===== src/rtl/mem_arbiter.sv =====
// Two-master round-robin arbiter for the shared MIPS instruction/data memory port.
// Define MEM_ARB_LOCK_EN to build the bounded port-1 burst lock (LOCK1 state, burst_cnt, m1_lock).
module mem_arbiter #(
  parameter int DATA_W    = 32,
  parameter int ADDR_W    = 32,
  parameter int MAX_BURST = 4
) (
  input  logic              clk,
  input  logic              reset,
  input  logic              m0_req,
  input  logic              m1_req,
  input  logic              m0_we,
  input  logic              m1_we,
  input  logic [ADDR_W-1:0] m0_adr,
  input  logic [ADDR_W-1:0] m1_adr,
  input  logic [DATA_W-1:0] m0_wd,
  input  logic [DATA_W-1:0] m1_wd,
  input  logic              m1_lock,
  output logic              m0_gnt,
  output logic              m1_gnt,
  output logic [DATA_W-1:0] rdata,
  output logic              m0_rvalid,
  output logic              m1_rvalid,
  output logic [ADDR_W-1:0] mem_adr,
  output logic [DATA_W-1:0] mem_wd,
  output logic              mem_we,
  input  logic [DATA_W-1:0] mem_rd,
  output logic [15:0]       conflicts
);

  typedef enum logic [1:0] {IDLE, OWN0, OWN1, LOCK1} state_t;

  typedef struct packed {
    logic              we;
    logic [ADDR_W-1:0] adr;
    logic [DATA_W-1:0] wd;
  } acc_t;

  state_t state;
  logic   last;
  logic   both, g0, g1, rd0, rd1;
  acc_t   a0, a1, sel;

`ifdef MEM_ARB_LOCK_EN
  localparam logic [3:0] MAXB = 4'(MAX_BURST);
  logic [3:0] burst_cnt;
`else
  logic unused_ok;
  assign unused_ok = ^{m1_lock, state};
`endif

  always_comb begin
    both = m0_req & m1_req;
    g0   = 1'b0;
    g1   = 1'b0;
    if (both) begin
      g1 = ~last;
`ifdef MEM_ARB_LOCK_EN
      // a held lock keeps port 1 until it has used MAX_BURST slots
      if (state == LOCK1) g1 = (burst_cnt < MAXB);
`endif
      g0 = ~g1;
    end else begin
      g0 = m0_req;
      g1 = m1_req;
    end
    if (!reset) begin
      g0 = 1'b0;
      g1 = 1'b0;
    end
  end

  assign a0  = '{we: m0_we, adr: m0_adr, wd: m0_wd};
  assign a1  = '{we: m1_we, adr: m1_adr, wd: m1_wd};
  assign sel = g1 ? a1 : a0;

  assign m0_gnt  = g0;
  assign m1_gnt  = g1;
  assign mem_adr = sel.adr;
  assign mem_wd  = sel.wd;
  assign mem_we  = (g0 & m0_we) | (g1 & m1_we);
  assign rd0     = g0 & ~m0_we;
  assign rd1     = g1 & ~m1_we;

  always_ff @(posedge clk) begin
    if (!reset) begin
      state     <= IDLE;
      last      <= 1'b1;
      rdata     <= '0;
      m0_rvalid <= 1'b0;
      m1_rvalid <= 1'b0;
      conflicts <= '0;
`ifdef MEM_ARB_LOCK_EN
      burst_cnt <= '0;
`endif
    end else begin
      m0_rvalid <= rd0;
      m1_rvalid <= rd1;
      if (rd0 | rd1) rdata <= mem_rd;
      if (both && conflicts != 16'hFFFF) conflicts <= conflicts + 16'd1;
      if (g0) begin
        state <= OWN0;
        last  <= 1'b0;
`ifdef MEM_ARB_LOCK_EN
        burst_cnt <= '0;
`endif
      end else if (g1) begin
        last <= 1'b1;
`ifdef MEM_ARB_LOCK_EN
        if (m1_lock) begin
          state <= LOCK1;
          if (burst_cnt != MAXB) burst_cnt <= burst_cnt + 4'd1;
        end else begin
          state     <= OWN1;
          burst_cnt <= '0;
        end
`else
        state <= OWN1;
`endif
      end else begin
        state <= IDLE;
`ifdef MEM_ARB_LOCK_EN
        burst_cnt <= '0;
`endif
      end
    end
  end

endmodule


===== config.mk =====
export PLATFORM = sky130hd
export DESIGN_NAME = mem_arbiter
export DESIGN_NICKNAME = d
export VERILOG_FILES = /design/src/rtl/mem_arbiter.sv
export SDC_FILE = /design/constraint.sdc
export NUM_CORES = 1
export LEC_CHECK = 0
export CAP_MARGIN = 20
export CORE_MARGIN = 4
export CORE_UTILIZATION = 25
export CTS_BUF_LIST = sky130_fd_sc_hd__clkbuf_4 sky130_fd_sc_hd__clkbuf_8
export DETAILED_ROUTE_END_ITERATION = 8
export GPL_TIMING_DRIVEN = 0
export PLACE_DENSITY = 0.73
export SYNTH_ARGS = -nofsm -noshare
export SYNTH_HDL_FRONTEND = slang
export SYNTH_SLANG_ARGS = --single-unit

===== constraint.sdc =====
create_clock -name clk -period 4.7 [get_ports clk]
set_input_delay 0.705 -clock clk [delete_from_list [all_inputs] [get_ports clk]]
set_output_delay 0.705 -clock clk [all_outputs]
set_load 0.01 [all_outputs]

==> results of run 1 <==
==> Yosys cell counts (5+ instances only) <==
cell                       number
sky130_fd_sc_hd__buf_2          5
sky130_fd_sc_hd__o31ai_1        7
sky130_fd_sc_hd__a21oi_1       43
sky130_fd_sc_hd__nand4_1        6
sky130_fd_sc_hd__o21ai_0       33
sky130_fd_sc_hd__or4_1          6
sky130_fd_sc_hd__clkbuf_1      10
sky130_fd_sc_hd__buf_4          7
sky130_fd_sc_hd__nand2_1       10
sky130_fd_sc_hd__mux2_2        64
sky130_fd_sc_hd__nand3_1       34
sky130_fd_sc_hd__dfxtp_1       51
==> power by group through the flow <==
stage                     clock, mW  sequential, mW  combinational (mW)
after detailed placement          0           0.466               0.417
final                         0.275           0.456               0.416
after floorplan                   0           0.472               0.125
after global placement            0           0.465               0.412
after CTS                     0.283           0.456               0.420
after global routing          0.300           0.458               0.439
==> cells by family after synthesis <==
group	count (synthesis)	synth area share (%)
compound gates	91	16.4
mux	66	24.9
buf+inv	32	5.54
simple gates	91	18.6
flops	51	34.3
fa+ha+maj	1	0.420
==> stage by stage <==
stage	util [%]	hold slack, ns	power [mW]	setup slack, ns	cells
final	52.6	0.468	1.15	0.837	765
after global routing	52.6	0.495	1.20	0.739	765
after floorplan	-	0.488	0.597	2.27	332
after CTS	52.6	0.470	1.16	0.790	765
after global placement	51.7	0.450	0.877	0.810	757
after detailed placement	51.7	0.456	0.882	0.788	757
==> routing by layer <==
metal  GRT usage [%]  vias to the layer above  part of all wire, %
met5               0                        -                0.086
met4            5.66                        2                  2.3
met3            6.63                       23                  9.6
met2            37.3                      153                   52
met1            20.6                     1764                   35
li1                -                     1814                    -
==> registers in the layout, summed over array words and instances (netlist names) <==
| register | cells |
|---|---|
| conflicts | 16 |
| last | 1 |
| m0_rvalid | 1 |
| m1_rvalid | 1 |
| rdata | 32 |
==> worst reg2reg max path, stage by stage, from the launching register on <==
cell                       delay (ns)
sky130_fd_sc_hd__dfxtp_1         0.41
sky130_fd_sc_hd__ha_1            0.21
sky130_fd_sc_hd__nand3_2         0.15
sky130_fd_sc_hd__or3_4           0.42
sky130_fd_sc_hd__o311ai_0        0.38
sky130_fd_sc_hd__o41ai_1         0.13
==> final timing paths <==
kind                                   start            end  slack (ns)  depth (start not counted)
worst max-delay path                   reset    mem_adr[10]        0.84                          7
worst min-delay path               rdata[31]      rdata[31]        0.47                          2
worst max register to register  conflicts[0]  conflicts[10]        2.87                          5
worst min register to register     rdata[31]      rdata[31]        0.47                          2
==> layout make-up <==
type	count	share of cell area [%]
multi-input combinational	249	29.5
inverter	5	0.391
clock inverter	2	0.267
sequential	51	16.8
buffer	27	2.33
timing repair buffer	282	46.4
tap	143	2.94
clock buffer	6	1.36
==> impl_metrics.py, run 1 <==
metrics = {
    "setup_path": {
        "critical_path.endpoint_type": "output pin",
        "cp_data_arrival_time_ns": 3.16,
        "cp_cell_sequence": "clkdlybuf4s50_1 -> and2_1 -> and2_1 -> buf_2 -> buf_4 -> mux2_2 -> clkdlybuf4s50_1",
        "critical_path.n_buffers_inverters": 4,
        "timing.critical_path.slowest_cell_delay_ns": 0.67,
        "timing_worst_setup_path_type": "in -> out",
        "timing.critical_path.fanout_max": 10,
        "cp_data_required_time_ns": 3.99,
        "critical-path-top-delay-family": "buffers and inverters",
        "critical_path.slowest_cell": "sky130_fd_sc_hd__clkdlybuf4s50_1",
        "worst_setup_path_start_kind": "input port",
    },
    "clock_network": {
        "cts_hold_repair_buffers": 0,
        "post_cts.resized_instances": 0,
        "clock_sinks": 51,
        "cts_inserted_buffers": 5,
        "postCtsSetupBuffers": 0,
        "ctsLongestPathBuffers": 2,
        "h-tree-depth": 2,
        "worst_skew_pair.late_latency_ns": 0.31,
        "clkSlewWorstSetupHoldPaths_ns": 0.10,
        "tritoncts": "done",
        "clk_root_buffer_cell": "sky130_fd_sc_hd__clkbuf_8",
    },
    "route": {
        "antenna_left": 0,
        "detail_route.drc_violations": 0,
        "dr_total_vias": 3756,
        "firstDrtPassIters": 5,
        "wire_per_inst_um": 19.7,
        "vias_per_cell": 4.91,
        "initialDrtViolationCount": 150,
        "postRouteWirelength_mm": 15.1,
    },
    "sta": {
        "final.setup.tns_ns": 0,
        "hold_viol": 0,
        "setup_viol": 0,
        "min_period_ns": 3.86,
        "clock_skew_ns": 0.00794,
        "relSlewSlack_pct": 65.4,
        "final_max_slew_viol_count": 0,
        "worst_slew_pin_slew_ns": 0.514,
        "rsz0062_at_grt": "false",
        "min_period_over_period_pct": 82.2,
        "max_clock_freq_mhz": 259,
    },
    "grt": {
        "globalRouteOverflowTotal": 0,
        "number_of_global_route_vias_before_repair": 3805,
        "globalRouteTotalUtil_pct": 19.7,
        "first_pass_grt_wire_length_mm": 20.8,
        "grt_antenna_before_repair": 1,
        "maximum_number_of_pins_on_one_net_before_global_route_repair": 17,
    },
    "synth": {
        "synth.area.top_cells": "sky130_fd_sc_hd__dfxtp_1 34%, sky130_fd_sc_hd__mux2_2 24%, sky130_fd_sc_hd__a21oi_1 7.2%",
        "synthesis.nets": 500,
        "synth_top_cell_by_area": "sky130_fd_sc_hd__dfxtp_1",
        "synth_area_um2": 2980,
        "postSynthRegisterBits": 51,
        "yosysWarningCount": 0,
        "edff_count_synth": 0,
        "synthArstFlopShare_pct": 0,
        "seq_area_frac_synth_pct": 34.3,
        "avgSynthCellArea_um2": 8.98,
        "share_of_yosys_cell_area_claimed_by_the_top_area_cell_type_pct": 34.3,
        "synth_top_flop_cell": "sky130_fd_sc_hd__dfxtp_1",
        "yosysUniqueCellTypes": 43,
        "synthesis.instances": 332,
    },
    "floorplan": {
        "core.rowCount": 39,
        "coreArea_um2": 11600,
        "die_w_um": 117,
        "initial_core_util_pct": 25.8,
        "die_y_um": 117,
        "floorplan.io_pins": 284,
        "die_area_um2": 13700,
    },
    "final_layout": {
        "final_common_cell": "sky130_fd_sc_hd__clkdlybuf4s50_1",
        "antenna_cells_inserted": 0,
        "drive_gt1_share_pct": 15.3,
        "final_design_area_no_fill_um2": 6080,
        "layout.nets": 789,
        "fillerInstances": 1079,
        "multi_input_comb_area_um2": 1790,
        "ff_latch_area_um2": 1020,
        "mostFrequentLayoutCells": "282 x sky130_fd_sc_hd__clkdlybuf4s50_1, 64 x sky130_fd_sc_hd__mux2_2, 51 x sky130_fd_sc_hd__dfxtp_1",
        "flow.area_growth_from_synthesis_pct": 104,
    },
    "placed_design": {
        "hpwl_detailed_mm": 12.6,
        "place.gp.congestion": 0.871,
        "place_area_um2": 5980,
        "portBuffers": 282,
    },
    "worst_hold_path": {
        "type_of_the_most_critical_hold_path": "reg -> reg",
    },
    "power_and_ir_drop": {
        "power.switching_uw": 307,
        "share_clk_of_total_power_pct": 24.0,
        "cellPowerDensity_nw_per_um2": 188,
        "p_int_uw": 839,
        "worst_ir_drop_vdd_mv": 0.224,
        "switching_share_pct": 26.8,
        "leakage_nw": 2.13,
        "pwr-share-comb_pct": 36.3,
        "share_seq_of_total_power_pct": 39.8,
    },
    "flow_run": {
        "maximum_capacitance_violations": 0,
    },
    "status": {
        "status": "complete, no violations",
    },
}
Note: power is estimated with default switching activity, not from simulation.
==> inputs of run 2 (changes only) <==
PLACE_DENSITY = 0.76   (was 0.73)
clock period = 3.2 ns   (was 4.7 ns; I/O delays follow)
==> impl_metrics.py, run 2 (synthesis results as in run 1) <==
metrics = {
    "setup_path": {
        "rr_worst_depth": 6,
        "critical_path.slowest_cell": "sky130_fd_sc_hd__clkdlybuf4s50_1",
        "critical_path.reg2reg.startpoint": "conflicts[0]",
        "worst_setup_path_start_kind": "input port",
        "timing.critical_path.fanout_max": 10,
        "timing_worst_setup_path_type": "in -> out",
        "cp_cell_sequence": "clkdlybuf4s50_1 -> nand2_1 -> and2_1 -> buf_2 -> mux2_2 -> clkdlybuf4s50_1",
        "cp_data_required_time_ns": 2.72,
        "critical_path.reg2reg.endpoint": "conflicts[0]",
        "critical_path.endpoint_type": "output pin",
        "timing.critical_path.mode_cell": "sky130_fd_sc_hd__clkdlybuf4s50_1",
        "cp_data_arrival_time_ns": 2.54,
        "timing.critical_path.slowest_cell_delay_ns": 0.52,
        "rrSetupSlack_ns": 1.38,
    },
    "grt": {
        "globalRouteOverflowTotal": 0,
        "globalRouteTotalUtil_pct": 19.6,
        "gr-max-usage-layer": "met2",
        "first_pass_grt_wire_length_mm": 20.5,
        "maximum_number_of_pins_on_one_net_before_global_route_repair": 16,
        "grt_antenna_before_repair": 1,
        "met2_global_route_usage_pct": 35.5,
        "number_of_global_route_vias_before_repair": 3748,
        "grt.met1_usage_pct": 20.9,
        "grt_use_met3_pct": 6.38,
    },
    "sta": {
        "max_clock_freq_mhz": 331,
        "final.setup.tns_ns": 0,
        "setup_viol": 0,
        "relSlewSlack_pct": 64.8,
        "hold_viol": 0,
        "timing.hold.ws_ns": 0.469,
        "final_max_slew_viol_count": 0,
        "min_period_ns": 3.02,
        "min_period_over_period_pct": 94.5,
        "rsz0062_at_grt": "false",
        "clock_skew_ns": 0.00996,
        "worst_slew_pin_slew_ns": 0.528,
    },
    "worst_hold_path": {
        "min_to": "rdata[27]",
        "type_of_the_most_critical_hold_path": "reg -> reg",
        "hold_path_startpoint": "rdata[27]",
        "hold-path-cell-count": 2,
    },
    "final_layout": {
        "fillerInstances": 1085,
        "drive_gt1_share_pct": 15.1,
        "flow.area_growth_from_synthesis_pct": 104,
        "final_cell_count_no_fill": 765,
        "layout.nets": 789,
        "layout.core_utilization_pct": 52.6,
        "final_common_cell": "sky130_fd_sc_hd__clkdlybuf4s50_1",
        "largest_reg_flops": 32,
        "regMostFlops": "rdata",
        "mostFrequentLayoutCells": "275 x sky130_fd_sc_hd__clkdlybuf4s50_1, 64 x sky130_fd_sc_hd__mux2_2, 51 x sky130_fd_sc_hd__dfxtp_1",
        "reg.largest.list": "rdata: 32 flops, conflicts: 16 flops",
    },
    "flow_run": {
        "maximum_capacitance_violations": 0,
    },
    "power_and_ir_drop": {
        "share_clk_of_total_power_pct": 22.4,
        "p_int_mw": 1.21,
        "leakage_nw": 2.18,
        "pwr-share-comb_pct": 37.0,
        "cellPowerDensity_nw_per_um2": 271,
        "power.switching_uw": 442,
        "switching_share_pct": 26.9,
        "share_seq_of_total_power_pct": 40.6,
        "worst_ir_drop_vdd_mv": 0.195,
        "total_power_mw": 1.65,
    },
    "clock_network": {
        "postCtsSetupBuffers": 0,
        "ctsLongestPathBuffers": 2,
        "clock_sinks": 51,
        "clkSlewWorstSetupHoldPaths_ns": 0.08,
        "tritoncts": "done",
        "h-tree-depth": 2,
        "clk_root_buffer_cell": "sky130_fd_sc_hd__clkbuf_8",
        "cts_inserted_buffers": 5,
        "worst_skew_pair.late_latency_ns": 0.31,
    },
    "status": {
        "status": "complete, no violations",
    },
    "placed_design": {
        "hpwl_detailed_mm": 12.4,
        "placed_cells_incl_taps": 757,
        "portBuffers": 282,
        "place.gp.congestion": 0.928,
    },
    "floorplan": {
        "die_w_um": 117,
        "die_area_um2": 13700,
        "core.rowCount": 39,
        "coreArea_um2": 11600,
        "initial_core_util_pct": 25.8,
        "die_y_um": 117,
        "floorplan.io_pins": 284,
    },
    "route": {
        "dr_total_vias": 3717,
        "initialDrtViolationCount": 145,
        "detail_route.drc_violations": 0,
        "antenna_left": 0,
        "postRouteWirelength_mm": 14.8,
        "wire_per_inst_um": 19.4,
        "vias_per_cell": 4.86,
        "firstDrtPassIters": 5,
    },
}
-- run 2: cell count changes in the layout (fill, tap and decap cells not counted), sizes merged --
cell,previous run,this run
dlygate4sd2,0,1
clkinv,2,3
clkinvlp,1,0
diode,0,1
clkbuf,16,15
dlymetal6s2s,0,6
clkdlybuf4s50,282,275
-- run 2: how the worst max path moves through the flow --
stage	start	end	slack [ns]	depth (start not counted)
CTS	m1_req	mem_adr[11]	0.008	7
detailed placement	reset	mem_adr[0]	-0.28	7
global placement	reset	mem_adr[11]	-0.29	7
global route	m0_req	mem_adr[25]	0.07	6
floorplan	reset	mem_adr[0]	1.22	5
finish	m0_req	mem_adr[24]	0.18	6
-- run 2: final cells by class --
| cell class | count | area [um^2] | share of cell area (%) |
|---|---|---|---|
| timing repair buffer | 282 | 2840 | 46.6 |
| multi-input combinational | 249 | 1790 | 29.5 |
| sequential | 51 | 1020 | 16.8 |
| tap | 143 | 179 | 2.94 |
| buffer | 27 | 148 | 2.43 |
| clock buffer | 5 | 68.8 | 1.13 |
| inverter | 5 | 23.8 | 0.391 |
| clock inverter | 2 | 13.8 | 0.226 |
| antenna | 1 | 2.50 | 0.0411 |
-- run 2: layer usage --
| layer | wire (um) | part of all wire, % | vias up |
|---|---|---|---|
| li1 | - | - | 1811 |
| met2 | 7490 | 51 | 161 |
| met1 | 5470 | 37 | 1716 |
| met4 | 479 | 3.2 | 0 |
| met5 | 0 | 0 | - |
| met3 | 1380 | 9.3 | 29 |
-- run 2: critical path, delay by kind of cell --
kind / cells / cell delay, ns
buffers and inverters: 3 / 1.30
multiplexers: 1 / 0.41
AND/OR/NAND/NOR: 2 / 0.35
-- run 2: through the flow --
stage	cell area [um^2]	setup slack (ns)
global route	6090	0.0740
CTS	6070	0.00791
finish	6090	0.175
floorplan	2980	1.22
detailed placement	5980	-0.284
global placement	5980	-0.294
-- run 2: timing repair --
item / CTS / global route
pin swaps: 0 / 0
hold endpoints to repair: 0 / 0
gates resized for setup: 3 / 6
gates cloned: 0 / 0
hold buffers: 0 / 0
setup endpoints to repair: 53 / 41
-- run 2: power groups by stage --
stage	clock network [mW]	logic, mW	registers [mW]
finish	0.369	0.609	0.669
CTS	0.388	0.616	0.669
global route	0.402	0.644	0.672
detailed placement	0	0.610	0.684
floorplan	0	0.184	0.693
global placement	0	0.605	0.683
